$ cat src/rtl/game_pkg.sv
`default_nettype none
// +----------------------------------------------------------------------------+
// | game_pkg                                                                     |
// | Shared game constants and FSM state encoding (collision, score, HUD).      |
// | Revision: 1.0                                                                |
// +----------------------------------------------------------------------------+
package game_pkg;

    localparam int COORD_W     = 9;
    localparam int START_LIVES = 3;

    typedef enum logic [1:0] {
        IDLE     = 2'd0,
        PLAY     = 2'd1,
        HIT_WAIT = 2'd2,
        OVER     = 2'd3
    } state_t;

endpackage : game_pkg
`default_nettype wire

$ cat src/rtl/monster_collision_if.sv
`default_nettype none
// +----------------------------------------------------------------------------+
// | monster_collision_if                                                         |
// | Positions/strobes into the collision block and game status out of it.      |
// | Revision: 1.0                                                                |
// +----------------------------------------------------------------------------+
interface monster_collision_if #(
    parameter int NUM_MON = 3,
    parameter int COORD_W = game_pkg::COORD_W
);
    logic                       game_tick;
    logic                       start;
    logic [COORD_W-1:0]         p_x;
    logic [COORD_W-1:0]         p_y;
    logic [NUM_MON*COORD_W-1:0] m_x_flat;
    logic [NUM_MON*COORD_W-1:0] m_y_flat;
    logic [1:0]                 lives;
    logic                       hit;
    logic                       respawn;
    logic                       invuln;
    logic                       game_over;
    logic [1:0]                 state;

    modport master (
        output game_tick, start, p_x, p_y, m_x_flat, m_y_flat,
        input  lives, hit, respawn, invuln, game_over, state
    );

    modport slave (
        input  game_tick, start, p_x, p_y, m_x_flat, m_y_flat,
        output lives, hit, respawn, invuln, game_over, state
    );
endinterface : monster_collision_if
`default_nettype wire

$ cat src/rtl/box_overlap.sv
`default_nettype none
// +----------------------------------------------------------------------------+
// | box_overlap                                                                  |
// | Combinational per-axis |difference| < HIT_RADIUS test for one monster.     |
// | Revision: 1.0                                                                |
// +----------------------------------------------------------------------------+
module box_overlap #(
    parameter int COORD_W    = game_pkg::COORD_W,
    parameter int HIT_RADIUS = 8
) (
    input  wire logic [COORD_W-1:0] i_p_x,
    input  wire logic [COORD_W-1:0] i_p_y,
    input  wire logic [COORD_W-1:0] i_m_x,
    input  wire logic [COORD_W-1:0] i_m_y,
    output logic                    o_contact
);
    localparam logic [COORD_W:0] c_radius = (COORD_W+1)'(HIT_RADIUS);

    logic signed [COORD_W:0] w_dx;
    logic signed [COORD_W:0] w_dy;
    logic        [COORD_W:0] w_adx;
    logic        [COORD_W:0] w_ady;

    // One extra bit keeps 0 vs max-coordinate from wrapping into a small difference.
    always_comb begin
        w_dx      = $signed({1'b0, i_p_x}) - $signed({1'b0, i_m_x});
        w_dy      = $signed({1'b0, i_p_y}) - $signed({1'b0, i_m_y});
        w_adx     = w_dx[COORD_W] ? $unsigned(-w_dx) : $unsigned(w_dx);
        w_ady     = w_dy[COORD_W] ? $unsigned(-w_dy) : $unsigned(w_dy);
        o_contact = (w_adx < c_radius) && (w_ady < c_radius);
    end
endmodule : box_overlap
`default_nettype wire

$ cat src/rtl/monster_collision.sv
`default_nettype none
// +----------------------------------------------------------------------------+
// | monster_collision                                                            |
// | Player/monster contact detection, lives, invulnerability and game-over.    |
// | Revision: 1.0                                                                |
// +----------------------------------------------------------------------------+
module monster_collision #(
    parameter int NUM_MON      = 3,
    parameter int COORD_W      = game_pkg::COORD_W,
    parameter int HIT_RADIUS   = 8,
    parameter int START_LIVES  = game_pkg::START_LIVES,
    parameter int INVULN_TICKS = 120
) (
    input  wire logic          clk_50mhz,
    input  wire logic          rst,
    monster_collision_if.slave bus
);
    import game_pkg::*;

    localparam int CNT_W = (INVULN_TICKS > 0) ? $clog2(INVULN_TICKS + 1) : 1;
    localparam logic [CNT_W-1:0] c_invuln      = CNT_W'(INVULN_TICKS);
    localparam logic [CNT_W-1:0] c_cnt_one     = CNT_W'(1);
    localparam logic [1:0]       c_start_lives = 2'(START_LIVES);

    if (INVULN_TICKS < 1) begin : g_chk_invuln
        $error("monster_collision: INVULN_TICKS must be at least 1");
    end
    if (START_LIVES < 1 || START_LIVES > 3) begin : g_chk_lives
        $error("monster_collision: START_LIVES must be in 1..3");
    end

    logic [NUM_MON-1:0] w_contact;

    for (genvar i = 0; i < NUM_MON; i++) begin : g_mon
        box_overlap #(
            .COORD_W   (COORD_W),
            .HIT_RADIUS(HIT_RADIUS)
        ) u_box (
            .i_p_x    (bus.p_x),
            .i_p_y    (bus.p_y),
            .i_m_x    (bus.m_x_flat[i*COORD_W +: COORD_W]),
            .i_m_y    (bus.m_y_flat[i*COORD_W +: COORD_W]),
            .o_contact(w_contact[i])
        );
    end

    state_t             state_q,     state_d;
    logic [1:0]         lives_q,     lives_d;
    logic [CNT_W-1:0]   cnt_q,       cnt_d;
    logic               hit_q,       hit_d;
    logic               respawn_q,   respawn_d;
    logic               invuln_q,    invuln_d;
    logic               game_over_q, game_over_d;
    logic               valid_q,     valid_d;
    logic [NUM_MON-1:0] contact_q,   contact_d;

    always_comb begin
        valid_d     = bus.game_tick;
        contact_d   = bus.game_tick ? w_contact : '0;
        state_d     = state_q;
        lives_d     = lives_q;
        cnt_d       = cnt_q;
        hit_d       = 1'b0;
        respawn_d   = 1'b0;

        case (state_q)
            IDLE, OVER: begin
                if (bus.start) begin
                    state_d   = PLAY;
                    lives_d   = c_start_lives;
                    respawn_d = 1'b1;
                end
            end
            PLAY: begin
                // Several simultaneous contacts still cost a single life.
                if (valid_q && |contact_q) begin
                    hit_d = 1'b1;
                    if (lives_q > 2'd1) begin
                        state_d   = HIT_WAIT;
                        lives_d   = lives_q - 2'd1;
                        respawn_d = 1'b1;
                        cnt_d     = c_invuln;
                    end else begin
                        state_d = OVER;
                        lives_d = 2'd0;
                    end
                end
            end
            HIT_WAIT: begin
                if (valid_q) begin
                    if (cnt_q == c_cnt_one) begin
                        state_d = PLAY;
                        cnt_d   = '0;
                    end else begin
                        cnt_d = cnt_q - c_cnt_one;
                    end
                end
            end
        endcase

        invuln_d    = (state_d == HIT_WAIT);
        game_over_d = (state_d == OVER);
    end

    always_ff @(posedge clk_50mhz) begin
        if (rst) begin
            state_q     <= IDLE;
            lives_q     <= 2'd0;
            cnt_q       <= '0;
            hit_q       <= 1'b0;
            respawn_q   <= 1'b0;
            invuln_q    <= 1'b0;
            game_over_q <= 1'b0;
            valid_q     <= 1'b0;
            contact_q   <= '0;
        end else begin
            state_q     <= state_d;
            lives_q     <= lives_d;
            cnt_q       <= cnt_d;
            hit_q       <= hit_d;
            respawn_q   <= respawn_d;
            invuln_q    <= invuln_d;
            game_over_q <= game_over_d;
            valid_q     <= valid_d;
            contact_q   <= contact_d;
        end
    end

    assign bus.lives     = lives_q;
    assign bus.hit       = hit_q;
    assign bus.respawn   = respawn_q;
    assign bus.invuln    = invuln_q;
    assign bus.game_over = game_over_q;
    assign bus.state     = state_q;
endmodule : monster_collision
`default_nettype wire

$ cat src/flat_wrapper.sv
// flat-port wrapper written by rule: the top's interface ports become plain ports
module monster_collision_flat import game_pkg::*;
#(
    parameter int NUM_MON      = 3,
    parameter int COORD_W      = game_pkg::COORD_W,
    parameter int HIT_RADIUS   = 8,
    parameter int START_LIVES  = game_pkg::START_LIVES,
    parameter int INVULN_TICKS = 120
)
  (clk_50mhz, rst, bus_game_tick, bus_start, bus_p_x, bus_p_y, bus_m_x_flat, bus_m_y_flat, bus_lives, bus_hit, bus_respawn, bus_invuln, bus_game_over, bus_state);
  monster_collision_if #(.NUM_MON(NUM_MON), .COORD_W(COORD_W)) bus_i ();
  input  wire logic clk_50mhz;
  input  wire logic rst;
  input wire logic [$bits(bus_i.game_tick)-1:0] bus_game_tick;
  input wire logic [$bits(bus_i.start)-1:0] bus_start;
  input wire logic [$bits(bus_i.p_x)-1:0] bus_p_x;
  input wire logic [$bits(bus_i.p_y)-1:0] bus_p_y;
  input wire logic [$bits(bus_i.m_x_flat)-1:0] bus_m_x_flat;
  input wire logic [$bits(bus_i.m_y_flat)-1:0] bus_m_y_flat;
  output wire logic [$bits(bus_i.lives)-1:0] bus_lives;
  output wire logic [$bits(bus_i.hit)-1:0] bus_hit;
  output wire logic [$bits(bus_i.respawn)-1:0] bus_respawn;
  output wire logic [$bits(bus_i.invuln)-1:0] bus_invuln;
  output wire logic [$bits(bus_i.game_over)-1:0] bus_game_over;
  output wire logic [$bits(bus_i.state)-1:0] bus_state;
  assign bus_i.game_tick = bus_game_tick;
  assign bus_i.start = bus_start;
  assign bus_i.p_x = bus_p_x;
  assign bus_i.p_y = bus_p_y;
  assign bus_i.m_x_flat = bus_m_x_flat;
  assign bus_i.m_y_flat = bus_m_y_flat;
  assign bus_lives = bus_i.lives;
  assign bus_hit = bus_i.hit;
  assign bus_respawn = bus_i.respawn;
  assign bus_invuln = bus_i.invuln;
  assign bus_game_over = bus_i.game_over;
  assign bus_state = bus_i.state;
  monster_collision #(.NUM_MON(NUM_MON), .COORD_W(COORD_W), .HIT_RADIUS(HIT_RADIUS), .START_LIVES(START_LIVES), .INVULN_TICKS(INVULN_TICKS)) u_core (.clk_50mhz(clk_50mhz), .rst(rst), .bus(bus_i));
endmodule
$ cat config.mk
export PLATFORM = sky130hd
export DESIGN_NAME = monster_collision_flat
export DESIGN_NICKNAME = d
export VERILOG_FILES = /design/src/rtl/game_pkg.sv /design/src/rtl/monster_collision_if.sv /design/src/rtl/box_overlap.sv /design/src/rtl/monster_collision.sv /design/src/flat_wrapper.sv
export SDC_FILE = /design/constraint.sdc
export NUM_CORES = 1
export LEC_CHECK = 0
export BUFFER_PORTS_ARGS = -buffer_cell sky130_fd_sc_hd__buf_4
export CAP_MARGIN = 20
export CORE_ASPECT_RATIO = 0.7
export CORE_UTILIZATION = 49
export DETAILED_ROUTE_END_ITERATION = 8
export GPL_ROUTABILITY_DRIVEN = 0
export HOLD_SLACK_MARGIN = 0.15
export PLACE_DENSITY = 0.73
export SLEW_MARGIN = 20
export SYNTH_ARGS = -nofsm -noshare
export SYNTH_HDL_FRONTEND = slang
export SYNTH_SLANG_ARGS = --single-unit
$ cat constraint.sdc
create_clock -name clk_50mhz -period 3.5 [get_ports clk_50mhz]
set_input_delay 0.7 -clock clk_50mhz [delete_from_list [all_inputs] [get_ports clk_50mhz]]
set_output_delay 0.7 -clock clk_50mhz [all_outputs]
set_load 0.01 [all_outputs]
* Word level (Yosys, flattened, before mapping)
Cells that the tools add are included.
** Cells by class
- Div/mod/pow operators :: 0
- $lt $le $gt $ge :: 7
- Add/sub/neg operators :: 14
- Shift-type cells :: 0
- $mul :: 0
- Equal/unequal tests :: 10
- Reduce and logical (&&, ||, !) cells :: 13
- Bitwise logic cells :: 2
- Muxes and demuxes :: 26
** Operators by type and width (number)
- < comparator 10 x 4 -> 1 bit (second input constant) :: 6
- two-way mux 10 bit :: 6
- negation 10 bit :: 6
- subtractor 9 x 9 -> 10 bit :: 6
- two-way mux 7 bit :: 4
- two-way mux 2 bit :: 7
- case mux 7 bit (2 select lines) :: 1
- equality test 2 bit (second input constant) :: 4
- equality test 7 x 1 -> 1 bit (second input constant) :: 1
- subtractor 7 x 1 -> 7 bit (second input constant) :: 1
- inequality test 2 x 1 -> 1 bit (second input constant) :: 3
- case mux 2 bit (3 select lines) :: 1
- OR reduction 2 bit :: 3
- two-way mux 1 bit :: 5
- logical AND 1 bit :: 4
- case mux 2 bit (2 select lines) :: 1
- AND reduction 4 bit :: 1
- nonzero test 2 bit :: 2
- AND reduction 3 bit :: 1
- OR reduction 3 bit :: 1
- equality test 2 x 1 -> 1 bit (second input constant) :: 1
- > comparator 2 x 1 -> 1 bit (second input constant) :: 1
- logical NOT 2 bit :: 1
- inequality test 2 bit (second input constant) :: 1
- 3 further kinds :: 4
** Word-level totals
- RAM bits :: 0
- Register bits :: 19
- Bits in read-only memories :: 0
- Input port bits :: 76
- Word-level logic and storage cells :: 81
- Bits in latches :: 0
- Output and inout bits :: 8
- Memories :: 0

* Longest topological paths before layout
Gate-level depths: netlist of run 1.
- Depth after elaboration :: 5
- Gate-level depth with buffers :: 12
- Depth with buffers taken out :: 12

* Modules after synthesis
From an unflattened synthesis of run 1, not the netlist that was laid out.
** Unflattened totals
- Cell total of the unflattened synthesis :: 529
- Area total of the unflattened synthesis :: 4002.6 um^2
** By module, submodules not included
- box_overlap at u_core.g_mon[0].u_box ... :: cells each 141, times used 2, area each 1032.2 um^2, seq. area each 0.0 um^2
- box_overlap at u_core.g_mon[1].u_box :: cells each 143, times used 1, area each 996.0 um^2, seq. area each 0.0 um^2
- monster_collision :: cells each 104, times used 1, area each 942.2 um^2, seq. area each 380.4 um^2

* Worst setup path after synthesis of run 1
OpenSTA, ideal clock, no wires.
- Path type :: in2reg
- Start :: input port bus_p_x[0]
- End :: register u_core.contact_q[0]
- Stages :: 12
- Required time :: 3.440 ns
- Arrival :: 3.055 ns
- Slack :: 0.385 ns
- Cell sequence :: inv_1 ha_1 inv_1 fa_1 a21o_1 a221oi_1 nor2b_1 o21bai_2 xnor2_1 or4_1 a21oi_1 o311a_1
** Between the ends
- Cells in the longest elaborated chain, start to end :: 5
** Ends and longest elaborated chain
- from (decl) :: RTL line flat_wrapper.sv:16 : input wire logic [$bits(bus_i.p_x)-1:0] bus_p_x;
- subtractor 9 x 9 -> 10 bit * :: RTL line box_overlap.sv:26 : w_dx = $signed({1'b0, i_p_x}) - $signed({1'b0, i_m_x});
- negation 10 bit :: RTL line box_overlap.sv:28 : w_adx = w_dx[COORD_W] ? $unsigned(-w_dx) : $unsigned(w_dx);
- two-way mux 10 bit * :: RTL line box_overlap.sv:28
- < comparator 10 x 4 -> 1 bit * :: RTL line box_overlap.sv:30 : o_contact = (w_adx < c_radius) && (w_ady < c_radius);
- logical AND 1 bit * :: RTL line box_overlap.sv:30
- to (signal assigned) :: RTL line monster_collision.sv:125 : contact_q <= contact_d;
- to (decl) :: RTL line monster_collision.sv:55 : logic [NUM_MON-1:0] contact_q, contact_d;
Every way passes the cells marked *; elsewhere a longest branch is shown, timed or not.
A chain may end at the register's enable or synchronous reset.

* Worst setup path after layout of run 1
Ends and elaborated chain as after synthesis.

==> results of run 1 <==
-- area by class of cell --
type / instances / share of cell area (%)
Inverter: 73 / 6.12
Tap cell: 98 / 2.74
Multi-Input combinational cell: 403 / 67.5
Sequential cell: 19 / 8.50
Clock buffer: 3 / 0.923
Clock inverter: 1 / 0.168
Timing Repair Buffer: 84 / 14.1
-- report_power, final --
group / leakage (nW) / switching, mW / internal [mW]
clock network: 0.0217 / 0.0901 / 0.0807
registers: 0.155 / 0.0109 / 0.227
logic: 2.02 / 0.361 / 0.325
total: 2.19 / 0.462 / 0.633
-- critical path: cells and delay by family --
kind                       cells  cell delay (ns)
and+or+nand+nor                2             0.72
xor gates and xnor gates       1             0.15
buffers and inverters          3             0.27
AOI/OAI and AO/OA              5             0.93
adders and majority gates      2             0.58
-- cell families (layout without fill, tap and decap cells) --
family	Yosys count	in the layout	share of synthesized area, %
muxes	8	8	2.20
DFF	19	19	10.3
xor gates and xnor gates	35	35	8.30
adders and majority gates	64	64	22.9
AOI/OAI and AO/OA	142	142	26.9
buffers and inverters	78	161	7.93
and+or+nand+nor	154	154	21.4
-- synth_stat cells (all sizes together) (3+ instances only) --
cell type	n
o2111ai	5
a2111oi	4
o21bai	7
a21o	12
nand3b	7
o31a	3
nand3	14
nand2	29
or2	4
a21oi	27
nor2b	11
dfxtp	19
fa	6
o211ai	3
a31oi	6
clkbuf	5
ha	58
mux2i	7
nand2b	9
a31o	4
nor3b	5
or3	4
xor2	8
nor4	3
o21ai	28
inv	73
o22ai	3
a211oi	9
nor3	13
nor2	40
xnor2	27
and3	6
o31ai	7
o21a	7
-- metal layers --
metal  track usage [%]  wire, um  up-vias
met5                 0         0        -
met1              31.3      4560     1739
li1                  -         -     1953
met3              2.51       461        9
met4              4.78        83        0
met2              40.6      4190       98
-- final timing paths --
path | from | endpoint | slack [ns]
hold / removal | u_core.cnt_q[4] | u_core.cnt_q[4] | 0.49
hold reg to reg | u_core.cnt_q[4] | u_core.cnt_q[4] | 0.49
setup / recovery | bus_p_x[0] | u_core.contact_q[0] | 0.38
setup reg to reg | u_core.bus.state[0] | u_core.cnt_q[4] | 1.20
-- stage by stage --
step                setup slack (ns)  instances  util, %  power [mW]  hold slack [ns]
floorplan                      0.385        500        -       0.735            0.448
global placement               0.174        677     60.7       0.897            0.458
detailed placement            0.0995        677     60.7       0.921            0.475
CTS                            0.381        681     61.4        1.09            0.487
global route                   0.165        681     61.4        1.18            0.503
finish                         0.377        681     61.4        1.10            0.492
-- flip-flops by register name, summed over array words and instances, names as in the netlist --
name,flops
u_core.bus.respawn,1
u_core.bus.invuln,1
u_core.cnt_q,7
u_core.bus.hit,1
u_core.bus.lives,2
u_core.bus.game_over,1
u_core.bus.state,2
u_core.contact_q,3
u_core.valid_q,1
==> reports/results.ini, run 1 <==
[outcome]
status = completed

[timing]
setup_violations = 0
fmax_mhz = 320
slew_headroom_pct = 47.3
worst_clock_skew_ns = 0.00355
final_max_slew_viol_count = 0
min_period_over_period_pct = 89.2
rsz0062_at_grt = false
finalSetupTns_ns = 0
period_minus_slack_ns = 3.12
hold_viol = 0
tightest_slew_ns = 0.791

[clock_tree]
cts_hold_buffers = 0
cts.sinks = 19
cts_made_buffers = 3
cts_tree = done
clk-insertion-delay-late_ns = 0.27
postCtsSetupRepairBufs = 0
cts_root_buf = clkbuf_8
ctsResizeCount = 0
htree_levels = 1
clk_pin_slew_ns = 0.08
cts_buffer_depth = 2

[finish]
ff_latch_area_um2 = 380
fillers = 692
layout_common_cells = buf_4, inv_1, ha_1, nor2_1, nand2_1
antennaDiodeCount = 0
drive_above_1_share_pct = 17.3
mostFrequentLayoutCell = buf_4
design_area_um2 = 4480
area_growth_pct = 21.2
multi_input_area_um2 = 3020
layout.nets = 724

[critical_path]
r2r_cells = 7
crit_type = input pin to flop
worstPathMaxFanout = 3
end_kind = flop
cp.required_ns = 3.72
crit_chain = buf_4 -> inv_1 -> ha_1 -> inv_1 -> fa_1 -> a21o_1 -> a221oi_1 -> nor2b_1 -> o21bai_2 -> xnor2_1 -> or4_1 -> a21oi_1 -> o311a_1
slowest_stage = or4_1
path_common_cell = inv_1
slowest_delay_ns = 0.51
arrival_ns = 3.34
cp-start-kind = input pin

[logic_synthesis]
synth_cell_types = 64
synth_ff_type = dfxtp_1
yosysWarnings = 0
synthCells = 500
synth_top_area_cell = ha_1
ys_ff_latch = 19
synth_fp_nets = 640
synthArstFlopShare_pct = 0
synth_edf_count = 0
synth.avg_cell_area_um2 = 7.38
yosysSeqAreaShare_pct = 10.3
yosysTopAreaCellShare_pct = 19.7
netlist_area_um2 = 3690
synth_area_leaders = ha_1, dfxtp_1, inv_1, xnor2_1, nor2_1

[route]
drt-initial-drc-count = 152
drc = 0
routedWlPerCell_um = 13.6
first_pass_iters = 5
vias_per_cell = 5.58
wl_mm = 9.29
vias = 3799
ant_nets = 0

[global_routing]
antenna_found_initial = 0
grt_pass1_wl_mm = 14.9
grt_max_degree = 15
gr-total-overflow = 0
grt_pass1_vias = 3486
gr-usage-all-layers_pct = 23.1

[power_and_ir_drop]
p_leak_nw = 2.19
p_per_area_nw_per_um2 = 245
irDropWorstVdd_uv = 178

[floorplanning]
die_area_um2 = 7890
die_h_um = 74.6
initial_core_util_pct = 50.7
dieWidth_um = 106
core_um2 = 7290
std_cell_rows = 26
pin_count = 84

[placed_design]
dp_hpwl_mm = 7.90
placed_area_um2 = 4430
portBuffers = 83

[flow_run]
cap_viol_max_count = 0

[worst_hold_path]
hp-class = flop to flop
hold_depth = 2

No activity file was read; power rests on OpenSTA's default activity.
==> run 2: changes to the inputs <==
--- a/config.mk
+++ b/config.mk
@@ -13,6 +13,7 @@
 export GPL_ROUTABILITY_DRIVEN = 0
 export HOLD_SLACK_MARGIN = 0.15
 export PLACE_DENSITY = 0.73
+export REMOVE_ABC_BUFFERS = 1
 export SLEW_MARGIN = 20
 export SYNTH_ARGS = -nofsm -noshare
 export SYNTH_HDL_FRONTEND = slang
==> run 2 against run 1 <==
- clock skew grew 0.0022 ns
- first-iteration DRC count grew 3.9%
- flip-flop and latch count is the same
- sequential power is essentially flat
- combinational power is essentially flat
- non-clock buffer count is the same
- register-to-register slack gained 0.05 ns
- largest power group unchanged
- die area is the same
- largest cell class unchanged
- total power shrank 1.5%
- critical path depth is the same
- setup slack gained 0.0011 ns
==> reports/results.ini, run 2 (synthesized netlist as in run 1, its figures left out) <==
[floorplanning]
core_um2 = 7290  ; unchanged
std_cell_rows = 26  ; unchanged
initial_core_util_pct = 50.7  ; unchanged
pin_count = 84  ; unchanged
die_area_um2 = 7890  ; unchanged
dieWidth_um = 106  ; unchanged
die_h_um = 74.6  ; unchanged

[critical_path]
r2r_start = u_core.bus.state[0]  ; unchanged
crit_chain = buf_4 -> inv_1 -> ha_1 -> inv_1 -> fa_1 -> a21o_1 -> a221oi_1 -> nor2b_1 -> o21bai_2 -> xnor2_1 -> or4_1 -> a21oi_1 -> o311a_1  ; unchanged
cp.depth = 13  ; unchanged
worstPathMaxFanout = 3  ; unchanged
path_common_cell = inv_1  ; unchanged
cp-start-kind = input pin  ; unchanged
end_kind = flop  ; unchanged
crit_type = input pin to flop  ; unchanged
slowest_delay_ns = 0.51  ; about the same
slowest_stage = or4_1  ; unchanged
arrival_ns = 3.33  ; was 3.34 ns
r2r_cells = 7  ; unchanged
r2r_slack_ns = 1.25  ; was 1.20 ns
timing.rr.end = u_core.cnt_q[4]  ; unchanged
cp.required_ns = 3.71  ; was 3.72 ns
critPathLaunch = bus_p_x[0]  ; unchanged
path_buf_inv = 3  ; unchanged
critPathTopFamily = compound AO/OA/AOI/OAI gates  ; unchanged

[worst_hold_path]
hp-start = u_core.cnt_q[6]  ; was u_core.cnt_q[4]
hold_depth = 2  ; unchanged
worst_hold_path.endpoint = u_core.cnt_q[6]  ; was u_core.cnt_q[4]
hp-class = flop to flop  ; unchanged

[power_and_ir_drop]
p_leak_nw = 2.20  ; was 2.19 nW
power_mw = 1.08  ; was 1.10 mW
p_per_area_nw_per_um2 = 241  ; was 245 nW/um^2
irDropWorstVdd_uv = 150  ; was 178 uV

[finish]
fillers = 693  ; was 692
largest_reg_flops = 7  ; unchanged
regMostFlops = u_core.cnt_q  ; unchanged
drive_above_1_share_pct = 17.2  ; was 17.3%
layout_common_cells = buf_4, inv_1, ha_1, nor2_1, nand2_1  ; unchanged
layout.nets = 724  ; unchanged
mostFrequentLayoutCell = buf_4  ; unchanged
stdcell_count = 681  ; unchanged
area_growth_pct = 21.1  ; was 21.2%
antennaDiodeCount = 0  ; unchanged
postLayoutCoreUtil_pct = 61.4  ; about the same
design_area_um2 = 4470  ; was 4480 um^2
largestRegisters = u_core.cnt_q x7, u_core.contact_q x3  ; unchanged

[clock_tree]
cts_tree = done  ; unchanged
postCtsSetupRepairBufs = 0  ; unchanged
ctsResizeCount = 0  ; unchanged
cts_buffer_depth = 2  ; unchanged
cts_made_buffers = 3  ; unchanged
cts.sinks = 19  ; unchanged
cts_hold_buffers = 0  ; unchanged
cts_root_buf = clkbuf_8  ; unchanged
clk_pin_slew_ns = 0.07  ; was 0.08 ns
clk-insertion-delay-late_ns = 0.26  ; was 0.27 ns
htree_levels = 1  ; unchanged

[timing]
final_max_slew_viol_count = 0  ; unchanged
worst_clock_skew_ns = 0.00576  ; was 0.00355 ns
finalSetupTns_ns = 0  ; unchanged
min_period_over_period_pct = 89.2  ; about the same
hold_viol = 0  ; unchanged
fmax_mhz = 320  ; about the same
setup_violations = 0  ; unchanged
layout_setup_ws_ns = 0.378  ; was 0.377 ns
tightest_slew_ns = 0.758  ; was 0.791 ns
period_minus_slack_ns = 3.12  ; about the same
hold_slack_ns = 0.488  ; was 0.492 ns
rsz0062_at_grt = false  ; unchanged
slew_headroom_pct = 49.5  ; was 47.3%

[route]
drc = 0  ; unchanged
wl_mm = 9.07  ; was 9.29 mm
routedWlPerCell_um = 13.3  ; was 13.6 um
vias = 3797  ; was 3799
drt-initial-drc-count = 158  ; was 152
ant_nets = 0  ; unchanged
vias_per_cell = 5.58  ; about the same
first_pass_iters = 4  ; was 5

[placed_design]
dpl_worst_slack_ns = 0.155  ; was 0.0995 ns
placed_area_um2 = 4430  ; unchanged
dp.cells = 677  ; unchanged
dp_hpwl_mm = 7.82  ; was 7.90 mm
portBuffers = 83  ; unchanged

[global_routing]
grt_max_degree = 15  ; unchanged
gr-total-overflow = 0  ; unchanged
grt_pass1_vias = 3301  ; was 3486
gr-usage-all-layers_pct = 22.9  ; was 23.1%
antenna_found_initial = 0  ; unchanged
grt_pass1_wl_mm = 14.7  ; was 14.9 mm

[flow_run]
cap_viol_max_count = 0  ; unchanged

[outcome]
status = completed  ; unchanged

run 2: per-layer routing:
layer / share of wire, % / GRT usage (%)
met5: 0 / 0
met4: 0.32 / 2.62
met2: 43 / 37.4
met1: 53 / 34.1
met3: 3.0 / 1.73
run 2: area by class of cell:
type	count	area [um^2]	share of cell area [%]
Clock buffer	4	45.0	1.01
Inverter	73	274	6.13
Multi-Input combinational cell	403	3020	67.5
Sequential cell	19	380	8.51
Tap cell	98	123	2.74
Timing Repair Buffer	84	631	14.1
run 2: worst min-delay path, stage by stage, from the launching register on:
cell and delay, ns:
dfxtp_1 0.31, o21ai_0 0.07, a21oi_1 0.07
run 2: worst max path at each step:
stage	endpoint
after floorplan	u_core.contact_q[0]
after global placement	u_core.contact_q[0]
after detailed placement	u_core.contact_q[0]
after CTS	u_core.contact_q[0]
after global routing	u_core.contact_q[0]
final	u_core.contact_q[0]
run 2: where the power goes:
group          switching, mW  internal, mW  total, mW
clock network         0.0738        0.0810      0.155
registers             0.0107         0.227      0.238
logic                  0.362         0.325      0.686
